[config.mk]
export PLATFORM = sky130hd
export DESIGN_NAME = fp_mul_norm_round_flat
export DESIGN_NICKNAME = d
export VERILOG_FILES = /design/src/rtl/fp_mul_norm_round_if.sv /design/src/rtl/fp_mul_norm_round.sv /design/src/flat_wrapper.sv
export SDC_FILE = /design/constraint.sdc
export NUM_CORES = 1
export LEC_CHECK = 0
export ABC_AREA = 1
export CORE_MARGIN = 8
export CORE_UTILIZATION = 51
export DETAILED_ROUTE_END_ITERATION = 8
export PLACE_DENSITY = 0.92
export SYNTH_ARGS = -nofsm -noshare
export SYNTH_HDL_FRONTEND = slang
export SYNTH_SLANG_ARGS = --single-unit
[constraint.sdc]
create_clock -name clk -period 3.8 [get_ports clk]
set_input_delay 0.76 -clock clk [delete_from_list [all_inputs] [get_ports clk]]
set_output_delay 0.76 -clock clk [all_outputs]
set_load 0.05 [all_outputs]
[src/rtl/fp_mul_norm_round_if.sv]
// Handshake and data bundle between the FP32 mantissa multiplier core and
// the normalize/round back-end, plus the back-end's result channel.
interface fp_mul_norm_round_if #(
  parameter int EXP_W = 8,
  parameter int MAN_W = 23
);
  logic                       in_valid;
  logic                       in_ready;
  logic                       in_sign;
  logic [EXP_W:0]             in_exp_sum;
  logic [2*(MAN_W+1)-1:0]     in_mant_prod;
  logic                       in_nan;
  logic                       in_inf;
  logic                       in_zero;
  logic                       out_valid;
  logic                       out_ready;
  logic [EXP_W+MAN_W:0]       c;
  logic                       overflow;
  logic                       underflow;

  modport master (
    output in_valid, in_sign, in_exp_sum, in_mant_prod, in_nan, in_inf, in_zero,
    output out_ready,
    input  in_ready, out_valid, c, overflow, underflow
  );

  modport slave (
    input  in_valid, in_sign, in_exp_sum, in_mant_prod, in_nan, in_inf, in_zero,
    input  out_ready,
    output in_ready, out_valid, c, overflow, underflow
  );
endinterface

[src/rtl/fp_mul_norm_round.sv]
// FP32 multiplier back-end: normalize the raw significand product (stage 1),
// then round-to-nearest-even, range-check and pack (stage 2), valid/ready pipelined.
module fp_mul_norm_round #(
  parameter int EXP_W = 8,
  parameter int MAN_W = 23,
  parameter int BIAS  = 127
) (
  input  logic                 clk,
  input  logic                 rst,
  fp_mul_norm_round_if.slave   bus
);

  localparam int PW  = 2 * (MAN_W + 1);
  localparam int EW  = EXP_W + 3;
  localparam int CW  = 1 + EXP_W + MAN_W;
  localparam int LOW = PW - 2 - MAN_W;
  localparam logic signed [EW-1:0] BIAS_S = EW'(BIAS);
  localparam logic signed [EW-1:0] EMAX   = EW'((1 << EXP_W) - 1);
  localparam logic signed [EW-1:0] EZERO  = '0;

  logic                  v1_reg, v2_reg, adv2;
  logic                  s1_sign_reg, s1_guard_reg, s1_sticky_reg;
  logic [MAN_W-1:0]      s1_frac_reg;
  logic signed [EW-1:0]  s1_exp_reg;
  logic                  s1_nan_reg, s1_inf_reg, s1_zero_reg;
  logic [CW-1:0]         c_reg;
  logic                  ovf_reg, unf_reg;

  logic                  top;
  logic [MAN_W-1:0]      frac_next;
  logic                  guard_next, sticky_next;
  logic signed [EW-1:0]  exp_next;

  logic                  round_up, carry;
  logic [MAN_W-1:0]      frac_rnd;
  logic signed [EW-1:0]  exp_rnd;
  logic [CW-1:0]         c_next;
  logic                  ovf_next, unf_next;

  assign adv2          = !v2_reg || bus.out_ready;
  assign bus.in_ready  = !v1_reg || adv2;
  assign bus.out_valid = v2_reg;
  assign bus.c         = c_reg;
  assign bus.overflow  = ovf_reg;
  assign bus.underflow = unf_reg;

  // Product of two [1,2) significands lies in [1,4): bit PW-1 says which.
  assign top = bus.in_mant_prod[PW-1];

  always_comb begin
    frac_next   = top ? bus.in_mant_prod[PW-2 -: MAN_W] : bus.in_mant_prod[PW-3 -: MAN_W];
    guard_next  = top ? bus.in_mant_prod[LOW] : bus.in_mant_prod[LOW-1];
    sticky_next = top ? |bus.in_mant_prod[LOW-1:0] : |bus.in_mant_prod[LOW-2:0];
    exp_next    = $signed({2'b00, bus.in_exp_sum}) - BIAS_S + $signed({{(EW-1){1'b0}}, top});
  end

  always_comb begin
    round_up          = s1_guard_reg & (s1_sticky_reg | s1_frac_reg[0]);
    {carry, frac_rnd} = {1'b0, s1_frac_reg} + {{MAN_W{1'b0}}, round_up};
    exp_rnd           = s1_exp_reg + $signed({{(EW-1){1'b0}}, carry});
    c_next            = {s1_sign_reg, exp_rnd[EXP_W-1:0], frac_rnd};
    ovf_next          = 1'b0;
    unf_next          = 1'b0;
    if (s1_nan_reg) begin
      c_next = {1'b0, {EXP_W{1'b1}}, 1'b1, {(MAN_W-1){1'b0}}};
    end else if (s1_inf_reg) begin
      c_next = {s1_sign_reg, {EXP_W{1'b1}}, {MAN_W{1'b0}}};
    end else if (s1_zero_reg) begin
      c_next = {s1_sign_reg, {(EXP_W+MAN_W){1'b0}}};
    end else if (exp_rnd >= EMAX) begin
      c_next   = {s1_sign_reg, {EXP_W{1'b1}}, {MAN_W{1'b0}}};
      ovf_next = 1'b1;
    end else if (exp_rnd <= EZERO) begin
      // Flush-to-zero, judged on the exponent after any rounding carry.
      c_next   = {s1_sign_reg, {(EXP_W+MAN_W){1'b0}}};
      unf_next = 1'b1;
    end
  end

  always_ff @(posedge clk or negedge rst) begin
    if (!rst) begin
      v1_reg        <= 1'b0;
      v2_reg        <= 1'b0;
      s1_sign_reg   <= 1'b0;
      s1_frac_reg   <= '0;
      s1_guard_reg  <= 1'b0;
      s1_sticky_reg <= 1'b0;
      s1_exp_reg    <= '0;
      s1_nan_reg    <= 1'b0;
      s1_inf_reg    <= 1'b0;
      s1_zero_reg   <= 1'b0;
      c_reg         <= '0;
      ovf_reg       <= 1'b0;
      unf_reg       <= 1'b0;
    end else begin
      if (bus.in_ready) begin
        v1_reg <= bus.in_valid;
        if (bus.in_valid) begin
          s1_sign_reg   <= bus.in_sign;
          s1_frac_reg   <= frac_next;
          s1_guard_reg  <= guard_next;
          s1_sticky_reg <= sticky_next;
          s1_exp_reg    <= exp_next;
          s1_nan_reg    <= bus.in_nan;
          s1_inf_reg    <= bus.in_inf;
          s1_zero_reg   <= bus.in_zero;
        end
      end
      // Output registers only move when stage 2 may advance, so they hold under backpressure.
      if (adv2) begin
        v2_reg <= v1_reg;
        if (v1_reg) begin
          c_reg   <= c_next;
          ovf_reg <= ovf_next;
          unf_reg <= unf_next;
        end
      end
    end
  end

endmodule

[src/flat_wrapper.sv]
// flat-port wrapper written by rule: the top's interface ports become plain ports
module fp_mul_norm_round_flat 
#(
  parameter int EXP_W = 8,
  parameter int MAN_W = 23,
  parameter int BIAS  = 127
)
  (clk, rst, bus_in_valid, bus_in_sign, bus_in_exp_sum, bus_in_mant_prod, bus_in_nan, bus_in_inf, bus_in_zero, bus_out_ready, bus_in_ready, bus_out_valid, bus_c, bus_overflow, bus_underflow);
  fp_mul_norm_round_if #(.EXP_W(EXP_W), .MAN_W(MAN_W)) bus_i ();
  input  logic clk;
  input  logic rst;
  input wire logic [$bits(bus_i.in_valid)-1:0] bus_in_valid;
  input wire logic [$bits(bus_i.in_sign)-1:0] bus_in_sign;
  input wire logic [$bits(bus_i.in_exp_sum)-1:0] bus_in_exp_sum;
  input wire logic [$bits(bus_i.in_mant_prod)-1:0] bus_in_mant_prod;
  input wire logic [$bits(bus_i.in_nan)-1:0] bus_in_nan;
  input wire logic [$bits(bus_i.in_inf)-1:0] bus_in_inf;
  input wire logic [$bits(bus_i.in_zero)-1:0] bus_in_zero;
  input wire logic [$bits(bus_i.out_ready)-1:0] bus_out_ready;
  output wire logic [$bits(bus_i.in_ready)-1:0] bus_in_ready;
  output wire logic [$bits(bus_i.out_valid)-1:0] bus_out_valid;
  output wire logic [$bits(bus_i.c)-1:0] bus_c;
  output wire logic [$bits(bus_i.overflow)-1:0] bus_overflow;
  output wire logic [$bits(bus_i.underflow)-1:0] bus_underflow;
  assign bus_i.in_valid = bus_in_valid;
  assign bus_i.in_sign = bus_in_sign;
  assign bus_i.in_exp_sum = bus_in_exp_sum;
  assign bus_i.in_mant_prod = bus_in_mant_prod;
  assign bus_i.in_nan = bus_in_nan;
  assign bus_i.in_inf = bus_in_inf;
  assign bus_i.in_zero = bus_in_zero;
  assign bus_i.out_ready = bus_out_ready;
  assign bus_in_ready = bus_i.in_ready;
  assign bus_out_valid = bus_i.out_valid;
  assign bus_c = bus_i.c;
  assign bus_overflow = bus_i.overflow;
  assign bus_underflow = bus_i.underflow;
  fp_mul_norm_round #(.EXP_W(EXP_W), .MAN_W(MAN_W), .BIAS(BIAS)) u_core (.clk(clk), .rst(rst), .bus(bus_i));
endmodule
==> metrics.txt <==
mux cell area share after synthesis 0%; outcome complete, no violations; post-DR wirelength/cell 14.6 microns; IO buf count 100; Reg power frac 39.3%; crit path time final 3.52 ns; cells taking the most area after synthesis dfrtp_1 43%, nand2_1 15%, inv_1 6.5%; Int Pwr 1.63 mW; die footprint 11900 sq um; clock skew 0.0128 ns; fill cell instance count of the final layout 688; vias in the first global route 4452; count of flip-flops with a built-in enable after synthesis 0; xor/xnor share of the synthesized area 2.78%; RSZ-0062 raised after global routing true; slew margin rel. 38.4%; #FFs+latches synth 76; P_sw 1.02 mW; Post-route DRC 0; Crit path arrival time 3.79 ns; core area 8550 sq um; root cell of the clock tree clkbuf_8; footprint of the multi-input gates 2190 sq um; gr usage total 20.9%; Final Cycle Share 92.6%; Setup Crit Path Kind flop to flop; post-synth cell types 36; Boundary Pins 101; initial antenna violation count 0; Placed Area 5530 sq um; P_leak 2.70 nW; critical path required time 4.07 ns; largest net degree at the start of global routing 77; DRT Pass-1 Iters 5; Final Instance Area 5800 sq um; compound-cell area share of the yosys netlist 14.2%; fin util 67.9%; Slew Limit Fails 0; layout cells sized above 1 7.28%; cts hold-fix bufs 0; drt initial violations 336; syn nets 677; sw frac 38.4%; FMAX 0.284 GHz; CP Max Fanout 11; Layout Nets 781; total CTS buffers 9; Synth area leader dfrtp_1; gr ovfl total 0; Longest Clk Path Bufs 2; Async S/R FF share, synth 100%; row count 34; Commonest cells post-synth 177 x nand2_1, 76 x dfrtp_1, 76 x inv_1, 65 x nor2_1, 53 x o21ai_0; clock latency on the worst-skew pair 0.36 ns; Power Density 456 nW/um^2; CP delay by family, top simple AND/OR/NAND/NOR gates; startpoint types flop; post-synth top area share 43.1%; Hold WC Path Type flop to flop; Critical Path End Type flop; Sequential Area 1900 sq um; most numerous cell in the Yosys netlist nand2_1; final WL 12000 microns; max reg flops 32; Setup TNS Final 0 ns; syn avg cell area 7.29 sq um; launch point of the worst reg-to-reg path u_core.s1_frac_reg[0]; worst-margin pin slew 0.924 ns; Post-Synthesis Cells 605; Post-synth top flop dfrtp_1; Synth Area in Simple Gates 29.6%; main combinational cell family by area after synthesis simple AND/OR/NAND/NOR gates; total of max-cap violations 0; synth-to-layout area growth 31.6%; detailed placement HPWL 9040 microns; Mapped Area 4410 sq um; Hold Crit Endpoint u_core.bus.c[19]; sequential area share after synthesis 43.1%; Antenna diodes 0; gp weighted congestion 0.891; count of final hold-check violations 0; Hold Startpoint u_core.bus.c[19]; Logic pwr share 34.7%; slowest cell on the critical path dfrtp_1; R2R Path End u_core.bus.c[0]; Antenna Nets Post-Route 0; Max IR drop VDD 0.000193 V; routed vias/inst 5.34; DIE HEIGHT 109 microns; yosys warns 0; CP peak stage delay 0.39 ns; r2r setup slk 0.28 ns; CTS Sinks 76; Clock Pin Slew Worst Setup and Hold Paths 0.09 ns; CTS tree yes; vias 4387; Starting Density 51.6%; CTS HTree Levels 3; Adder-Cell Fraction of Synth Area 1.99%; Top cell by count, worst path nand3_1; worst r2r path cells 21; hold path cells 2; Critical path buffers and inverters 1; Setup-failing EPs final 0; first-pass GRT wire length 20000 microns; part of the power in the clock network 26.0%; Chip Width 109 microns; cell chain of the critical path nor2_1 > nor2_1 > ha_2 > nand3_1 > nor2_2 > nand3_1 > inv_1 > nand2_1 > nor4_2 > ha_2 > ha_1 > nand3_2 > nor2_2 > nand3_1 > nand2_2 > nand2_2 > nor2_4 > nand2_1 > nand2_4 > nand3_4 > o21ai_0
-- timing repair --
action | 4_1_cts | 5_1_grt
setup endpoints to repair | 0 | 28
buffers inserted | 0 | 1
gates resized for setup | 0 | 9
-- cells by family after synthesis --
family	after synthesis
and+or+nand+nor	309
AOI/OAI and AO/OA	104
buffers and inverters	95
DFF	76
xor gates and xnor gates	14
adders and majority gates	7
-- routing by layer --
metal / share of wire, % / GRT usage (%)
met1: 41 / 24.9
met2: 49 / 35.4
met3: 8.6 / 5.97
met4: 1.6 / 6.94
met5: 0 / 0
-- layout by cell type, fill, tap and decap left out, types with 7 or more instances in the layout --
master,Yosys,final
nand3_1,32,32
inv_1,76,76
nor2_1,65,63
clkdlybuf4s50_1,0,99
a21oi_1,9,9
clkbuf_8,0,9
nand4_1,8,8
o211ai_1,17,17
nand2_1,177,177
buf_4,0,8
xor2_1,12,12
o21ai_0,53,52
o21ai_2,8,8
dfrtp_1,76,76
nor3_1,8,7
-- how the worst max path moves through the flow --
stage                                startpoint  cells past startpoint               end  slack, ns
after floorplan           u_core.s1_frac_reg[0]                     22  u_core.bus.c[15]       0.57
after global placement    u_core.s1_frac_reg[0]                     21   u_core.bus.c[2]       0.34
after detailed placement  u_core.s1_frac_reg[0]                     21   u_core.bus.c[1]       0.09
after CTS                 u_core.s1_frac_reg[0]                     21   u_core.bus.c[1]       0.07
after global routing      u_core.s1_frac_reg[0]                     21   u_core.bus.c[8]      -0.05
final                     u_core.s1_frac_reg[0]                     21   u_core.bus.c[0]       0.28
-- through the flow --
step	hold WS [ns]	power, mW	cells	setup slack, ns
after floorplan	0.450	1.61	605	0.567
after global placement	0.462	1.92	804	0.341
after detailed placement	0.473	1.95	804	0.0924
after CTS	0.491	2.63	820	0.0689
after global routing	0.517	2.78	822	-0.0539
final	0.489	2.64	822	0.279
-- worst min-delay path, stage by stage (launching register included) --
cell	delay, ns
dfrtp_1	0.35
nand2_1	0.05
o21ai_0	0.06
-- power by group through the flow --
stage	sequential (mW)	combinational (mW)	clock [mW]
2_1_floorplan	1.24	0.366	0
4_1_cts	1.04	0.907	0.690
5_1_grt	1.05	1.00	0.721
6_report	1.04	0.919	0.687
3_3_place_gp	1.04	0.875	0
3_5_place_dp	1.05	0.901	0
-- cell type report --
| cell class | instances | share of cell area [%] |
|---|---|---|
| inverters | 79 | 5.11 |
| clock inverters | 7 | 1.72 |
| flip-flops and latches | 76 | 32.8 |
| well taps | 108 | 2.33 |
| repair buffers | 108 | 18.2 |
| multi-input cells | 435 | 37.7 |
| clock buffers | 9 | 2.13 |
Power figures use the tool's default switching activity.
